## config.mk

```make
export PLATFORM = sky130hd
export DESIGN_NAME = sync_fifo
export DESIGN_NICKNAME = d
export VERILOG_FILES = /design/src/rtl/sync_fifo_pkg.sv /design/src/rtl/sync_fifo_mem.sv /design/src/rtl/sync_fifo.sv
export SDC_FILE = /design/constraint.sdc
export NUM_CORES = 1
export LEC_CHECK = 0
export CORE_MARGIN = 2
export CORE_UTILIZATION = 35
export DETAILED_ROUTE_END_ITERATION = 10
export GPL_TIMING_DRIVEN = 0
export PLACE_DENSITY_LB_ADDON = 0.2
export SETUP_SLACK_MARGIN = 0.1
export SLEW_MARGIN = 20
export SYNTH_ARGS = -nofsm -noshare
export SYNTH_HDL_FRONTEND = slang
export SYNTH_HIERARCHICAL = 1
export SYNTH_SLANG_ARGS = --single-unit
```

## constraint.sdc

```tcl
create_clock -name clk -period 2.6 [get_ports clk]
set_input_delay 0.65 -clock clk [delete_from_list [all_inputs] [get_ports clk]]
set_output_delay 0.65 -clock clk [all_outputs]
set_load 0.03 [all_outputs]
```

## src/rtl/sync_fifo_pkg.sv

```systemverilog
// Shared defaults and types for the single-clock FIFO.
package sync_fifo_pkg;

  localparam int DEFAULT_DATA_WIDTH = 8;
  localparam int DEFAULT_DEPTH      = 16;

  typedef logic [7:0] fifo_data_t;

endpackage

```

## src/rtl/sync_fifo_mem.sv

```systemverilog
// Simple dual-port storage: synchronous write port, registered read port.
module sync_fifo_mem
  import sync_fifo_pkg::*;
#(
  parameter int DATA_WIDTH = DEFAULT_DATA_WIDTH,
  parameter int DEPTH      = DEFAULT_DEPTH,
  parameter int ADDR_WIDTH = $clog2(DEPTH)
) (
  input  logic                  clk,
  input  logic                  rst,
  input  logic                  we,
  input  logic [ADDR_WIDTH-1:0] waddr,
  input  logic [DATA_WIDTH-1:0] wdata,
  input  logic                  re,
  input  logic [ADDR_WIDTH-1:0] raddr,
  output logic [DATA_WIDTH-1:0] rdata
);

  logic [DATA_WIDTH-1:0] mem [DEPTH];

  // Storage is never cleared; reset only discards it through the pointers.
  always_ff @(posedge clk) begin
    if (we) mem[waddr] <= wdata;
  end

  // Read-before-write: a same-address read at full returns the old entry.
  always_ff @(posedge clk or posedge rst) begin
    if (rst)     rdata <= '0;
    else if (re) rdata <= mem[raddr];
  end

endmodule

```

## src/rtl/sync_fifo.sv

```systemverilog
// Single-clock FIFO: pointers, occupancy count, full/empty flags and
// one-cycle overflow/underflow pulses around a dual-port storage array.
module sync_fifo
  import sync_fifo_pkg::*;
#(
  parameter  int DATA_WIDTH = DEFAULT_DATA_WIDTH,
  parameter  int DEPTH      = DEFAULT_DEPTH,
  localparam int ADDR_WIDTH = $clog2(DEPTH)
) (
  input  logic                  clk,
  input  logic                  rst,
  input  logic                  wr_en,
  input  logic [DATA_WIDTH-1:0] wdata,
  input  logic                  rd_en,
  output logic [DATA_WIDTH-1:0] rdata,
  output logic                  full,
  output logic                  empty,
  output logic [ADDR_WIDTH:0]   count,
  output logic                  overflow,
  output logic                  underflow
);

  localparam logic [ADDR_WIDTH-1:0] PTR_ONE  = ADDR_WIDTH'(1);
  localparam logic [ADDR_WIDTH:0]   CNT_ONE  = (ADDR_WIDTH+1)'(1);
  localparam logic [ADDR_WIDTH:0]   CNT_FULL = (ADDR_WIDTH+1)'(DEPTH);

  logic [ADDR_WIDTH-1:0] wr_ptr;
  logic [ADDR_WIDTH-1:0] rd_ptr;
  logic                  wr_acc;
  logic                  rd_acc;

  // Flags come straight from the registered count, never from the requests.
  assign full  = (count == CNT_FULL);
  assign empty = (count == '0);

  // A read at full frees the slot the same-cycle write lands in.
  assign rd_acc = rd_en && !empty;
  assign wr_acc = wr_en && (!full || rd_acc);

  always_ff @(posedge clk or posedge rst) begin
    if (rst) begin
      wr_ptr    <= '0;
      rd_ptr    <= '0;
      count     <= '0;
      overflow  <= 1'b0;
      underflow <= 1'b0;
    end else begin
      if (wr_acc) wr_ptr <= wr_ptr + PTR_ONE;
      if (rd_acc) rd_ptr <= rd_ptr + PTR_ONE;
      unique case ({wr_acc, rd_acc})
        2'b10:   count <= count + CNT_ONE;
        2'b01:   count <= count - CNT_ONE;
        default: count <= count;
      endcase
      overflow  <= wr_en && !wr_acc;
      underflow <= rd_en && !rd_acc;
    end
  end

  sync_fifo_mem #(
    .DATA_WIDTH (DATA_WIDTH),
    .DEPTH      (DEPTH),
    .ADDR_WIDTH (ADDR_WIDTH)
  ) u_mem (
    .clk   (clk),
    .rst   (rst),
    .we    (wr_acc),
    .waddr (wr_ptr),
    .wdata (wdata),
    .re    (rd_acc),
    .raddr (rd_ptr),
    .rdata (rdata)
  );

endmodule

```

After elaboration in Yosys (flattened, before gate mapping)
Memory sizes are Yosys's and may differ from the RTL's. A register that Yosys moved wholly into a read port is not among the register bits.
Index checks and enable logic that the tools add are counted.
- add/sub/neg operators: 4
- equal/unequal tests: 3
- mux-type cells: 3
- reductions and logical operators: 11
- operators by type and width (kind ; count):
    $pmux W5 S2 ; 1
    $add A4 B1 Y4 const B ; 2
    $add A5 B1 Y5 const B ; 1
    $eq A5 B5 Y1 const B ; 1
    $logic_not A5 Y1 ; 1
    $sub A5 B1 Y5 const B ; 1
    $logic_and A1 B1 Y1 ; 4
    $logic_not A1 Y1 ; 4
    $eq A2 B1 Y1 const B ; 1
    $eq A2 B2 Y1 const B ; 1
    $mux W1 ; 2
    $reduce_bool A2 Y1 ; 1
    $logic_or A1 B1 Y1 ; 1
- register bits: 15
- bits in writable memories: 128
- input bits: 12
- output and inout bits: 17
- word-level logic and storage cells: 27
- memories kept: 1
- memory list (name ; depth ; bits a word ; read ports ; clocked after memory_dff ; wr ports ; RTL line ; RTL):
    u_mem.mem ; 16 ; 8 ; 1 ; 1 ; 1 ; sync_fifo_mem.sv:19 ; logic [DATA_WIDTH-1:0] mem [DEPTH];

Longest topological paths before layout
- word-level depth: 7
- depth in mapped cells: 10
- depth with buffers taken out: 9

By module
The synthesis kept the hierarchy.
- by module, submodules not included (module ; times used ; cells an instance ; area each (µm²) ; sequential area each (µm²)):
    sync_fifo_mem ; 1 ; 241 ; 5335.1 ; 4043.9
    sync_fifo ; 1 ; 89 ; 884.6 ; 375.4

Worst setup path before layout
OpenSTA, ideal clock, no wires.
- path type: reg-to-reg
- start: register count[2]
- end: register count[4]
- setup time: 0.124 ns
- arrival time: 3.187 ns
- setup slack: -0.711 ns
- stages on the path, launching flop included: 11
- buffers on the path: 1
- clock period less this slack: 3.311 ns
- cell sequence: dfrtp_1 or4_1 buf_2 nor2_1 or2_2 inv_1 ha_1 nand2b_1 a21oi_1 mux2_2 a211o_1
- longest elaborated chain between the ends: 7
- elaborated cells on any way between the ends: 13
- classes of those cells: add/sub: 2; eq/ne: 3; mux: 1; reduce/logical: 7
- ends and longest elaborated chain (what ; RTL line ; RTL):
    from (decl) ; sync_fifo.sv:18 ; output logic [ADDR_WIDTH:0] count,
    from (signal assigned) ; sync_fifo.sv:51 ; 2'b10: count <= count + CNT_ONE;
    from (signal assigned) ; sync_fifo.sv:52 ; 2'b01: count <= count - CNT_ONE;
    from (signal assigned) ; sync_fifo.sv:53 ; default: count <= count;
    $logic_not A5 Y1 * ; sync_fifo.sv:34 ; assign empty = (count == '0);
    via empty ; sync_fifo.sv:17 ; output logic empty,
    $logic_not A1 Y1 * ; sync_fifo.sv:37 ; assign rd_acc = rd_en && !empty;
    $logic_and A1 B1 Y1 * ; sync_fifo.sv:37 ;
    $logic_or A1 B1 Y1 ; sync_fifo.sv:38 ; assign wr_acc = wr_en && (!full || rd_acc);
    $logic_and A1 B1 Y1 ; sync_fifo.sv:38 ;
    $eq A2 B1 Y1 or $eq A2 B2 Y1 (tied branches) ; sync_fifo.sv:50 ; unique case ({wr_acc, rd_acc})
    $pmux W5 S2 or $reduce_bool A2 Y1 (tied branches) ; n/a ;
Mark *: on every way through the listed nets, which the timed path passes. The rest lies on a longest branch.
A chain may end at the register's enable or synchronous reset.

Final worst setup path
- start: input port rd_en
- end: register count[4]
- longest elaborated chain between the ends: 5
- elaborated cells on any way between the ends: 7
- classes of those cells: eq/ne: 2; mux: 1; reduce/logical: 4
- ends and longest elaborated chain (what ; RTL line ; RTL):
    from (decl) ; sync_fifo.sv:14 ; input logic rd_en,
    $logic_and A1 B1 Y1 * ; sync_fifo.sv:37 ;
    $logic_or A1 B1 Y1 ; sync_fifo.sv:38 ;
    $logic_and A1 B1 Y1 ; sync_fifo.sv:38 ;
    $eq A2 B1 Y1 or $eq A2 B2 Y1 (tied branches) ; sync_fifo.sv:50 ;
    $pmux W5 S2 or $reduce_bool A2 Y1 (tied branches) ; n/a ;
Every way passes the cells marked *; elsewhere a longest branch is shown, timed or not.

==> summary.md <==
| Metric | Value |
|---|---|
| Initial Utilization | 35.8% |
| Post-Syn Area per Cell | 18.8 µm² |
| Measured slew at the worst slew-check pin | 720 ps |
| Setup Crit Path Kind | input pin to flip-flop |
| GRT overflow | 0 |
| Vias in the first global route | 3,392 |
| Layout area overhead | 22.4% |
| Kind of end point of the critical path | flip-flop |
| CTS buffer count | 17 |
| Synth top area cells | edfxtp_1, mux4_2, dfrtp_1, mux4_1, a221oi_2 |
| Inst Count DP | 582 |
| Post-Route Utilization | 43.9% |
| Max incr delay on CP | 400 ps |
| Distinct cell type count after synthesis | 44 |
| Antenna viol nets, final | 0 |
| Fin nets | 402 |
| Die H | 137 µm |
| EDFF count, synth | 128 |
| Via count | 3,235 |
| Syn_nets | 348 |
| Final setup fails | 0 |
| Worst path arrival time | 2880 ps |
| Largest net degree at the start of global routing | 17 |
| Tot GR Track Use | 15.9% |
| Critical Path, Cell by Cell | clkdlybuf4s15_1, nand2b_1, or2_4, fa_1, nand2b_1, a21oi_4, mux2_4, a211o_1 |
| Max_cap viols | 0 |
| Ant. Diodes | 0 |
| WP data required | 2900 ps |
| Yosys Warn Count | 6 |
| Core area | 17,400 µm² |
| Clock-pin slew on the worst setup and hold paths | 60 ps |
| Die width | 137 µm |
| Post-synth top cells | edfxtp_1, nor2_1, mux4_2, dfrtp_1, mux2i_1 |
| Longest Clk Path Bufs | 2 |
| Layout Cells excl Fill | 622 |
| Fillcell total | 1,532 |
| First-pass GRT wire length | 20.8 mm |
| Share of layout cells above drive strength 1 | 31.0% |
| CTS tree | built |
| Post-synth top area share | 61.8% |
| Leading register cell type out of synthesis | edfxtp_1 |
| Initial DRC count | 238 |
| Post-DP HPWL | 8.42 mm |
| Clock period minus worst slack | 2580 ps |
| WP buf/inv | 1 |
| Top Ports | 29 |
| Power per Cell Area | 1150 nW/µm² |
| CP delay by family, top | simple AND/OR/NAND/NOR gates |
| Max_slew headroom | 51.5% |
| Clock latency on the worst-skew pair | 420 ps |
| Flops & latches, synth | 151 |
| Count leader, synth | edfxtp_1 |
| Post-synthesis async set-or-reset flop share | 15.2% |
| Detailed Route WL | 13.5 mm |
| Synth area leader | edfxtp_1 |
| Hold Buf Count CTS | 0 |
| Register area share after synthesis | 71.1% |
| Period utilization | 99.3% |
| Worst-path fanout max | 7 |
| Unrepaired setup endpoints after global routing | yes |
| Status | finished clean |
| Htree depth | 4 |
| CTS Sinks | 151 |
| Startpoint Class | input pin |
| Gpl congestion | 0.803 |
| CP max stage cell | fa_1 |
| Worst VDD drop | 0.571 mV |
| Hold_ws | 484 ps |
| DRC viols | 0 |
| Via density | 5.20 |
| PortBufs | 27 |
| Worst min path class | flip-flop to flip-flop |
| CTS Root Cell | clkbuf_16 |
| Post-synthesis cell area | 6220 µm² |
| CP dominant cell by count | nand2b_1 |
| Max Slew Vio Count | 0 |
| Worst-case clock skew | 7.71 ps |
| Post-synthesis instance total | 330 |
| P_leak | 0.00259 µW |
| Hold Vio Cnt, Final | 0 |
| Die area | 18,900 µm² |
| Final Instance Area | 7610 µm² |
| Pre-Repair DR Iteration Count | 5 |
| Num rows | 48 |
| DP Area | 6850 µm² |
| Antenna violations before repair | 0 |
| Avg WL per Cell | 21.6 µm |
| Fmax | 0.387 GHz |
-- worst register-to-register path, stage by stage (launching register included) --
cell and delay [ps]:
dfrtp_2 410, or4_4 540, buf_6 150, nor2_4 90
or2_4 150, inv_4 50, ha_4 260, nand2b_1 80
a21oi_4 180, mux2_4 320, a211o_1 250
-- placed cells by master (no fill, tap or decap), drive strengths merged, types with 5 or more instances in the layout --
cell,n
ha,5
clkbuf,30
mux2i,10
nand2,6
clkdlybuf4s50,24
nand2b,7
a221oi,8
mux4,32
o22ai,9
a21oi,5
nor2,27
buf,24
inv,11
nor3,8
dfrtp,23
xnor2,7
edfxtp,128
-- cell type report --
class / instances / area, µm² / share of cell area (%)
multi-input combinational: 153 / 1790 / 23.5
timing repair buffer: 36 / 337 / 4.42
clock inverter: 5 / 27.5 / 0.362
inverter: 9 / 36.3 / 0.477
clock buffer: 27 / 567 / 7.45
sequential: 151 / 4420 / 58.1
buffer: 16 / 149 / 1.96
tap: 225 / 282 / 3.70
-- stage by stage --
stage	setup slack (ps)	power (µW)	setup TNS, ps
after floorplan	-215	5360	-1320
after global placement	-1140	6190	-120030
after detailed placement	-1180	6260	-127530
after CTS	10.1	8840	0
after global routing	-55.9	9220	-55.9
final	19.0	8770	0
-- cells by family (layout without fill, tap and decap cells) --
kind of cell    Yosys count  after routing  synth area share, %
flops                   151            151                 71.1
simple gates             62             62                 4.83
mux                      45             45                 14.1
compound gates           31             31                 4.61
buf+inv                  26             93                 2.82
xor+xnor                  9              9                 1.27
fa+ha+maj                 6              6                 1.33
-- report_power, final --
part	internal [µW]	total (µW)	switching, µW
registers	3030	3300	273
logic	1420	3070	1650
clock network	1490	2400	911
total	5940	8770	2840
-- what timing repair did --
action                     4_1_cts  5_1_grt
pin swaps                        4        0
setup endpoints to repair      138      140
resized for setup               32       13
buffers inserted                 8        1
-- worst paths after layout --
path                            startpoint             end  slack (ps)  cells after the start
worst max register to register    count[3]        count[4]          20                     10
max in group asynchronous              rst        count[3]        1460                      2
worst min-delay path             rd_ptr[3]       rd_ptr[3]         480                      1
worst max-delay path                 rd_en        count[4]          20                      8
worst min register to register   rd_ptr[3]       rd_ptr[3]         480                      1
min in group asynchronous              rst  u_mem/rdata[6]         580                      2
-- registers in the layout (all words and copies together), names as in the netlist --
| signal | cells |
|---|---|
| u_mem/mem | 128 |
| u_mem/rdata | 8 |
| count | 5 |
| rd_ptr | 4 |
| wr_ptr | 4 |
| overflow | 1 |
| underflow | 1 |
-- layer usage --
layer  wire length [µm]  vias up  GRT usage [%]
met2               6820       73           26.0
li1                   -     1444              -
met3                634       17           4.01
met4                182        0           5.50
met5                  0        -              0
met1               5820     1701           20.6
No activity file was read; power rests on OpenSTA's default activity.
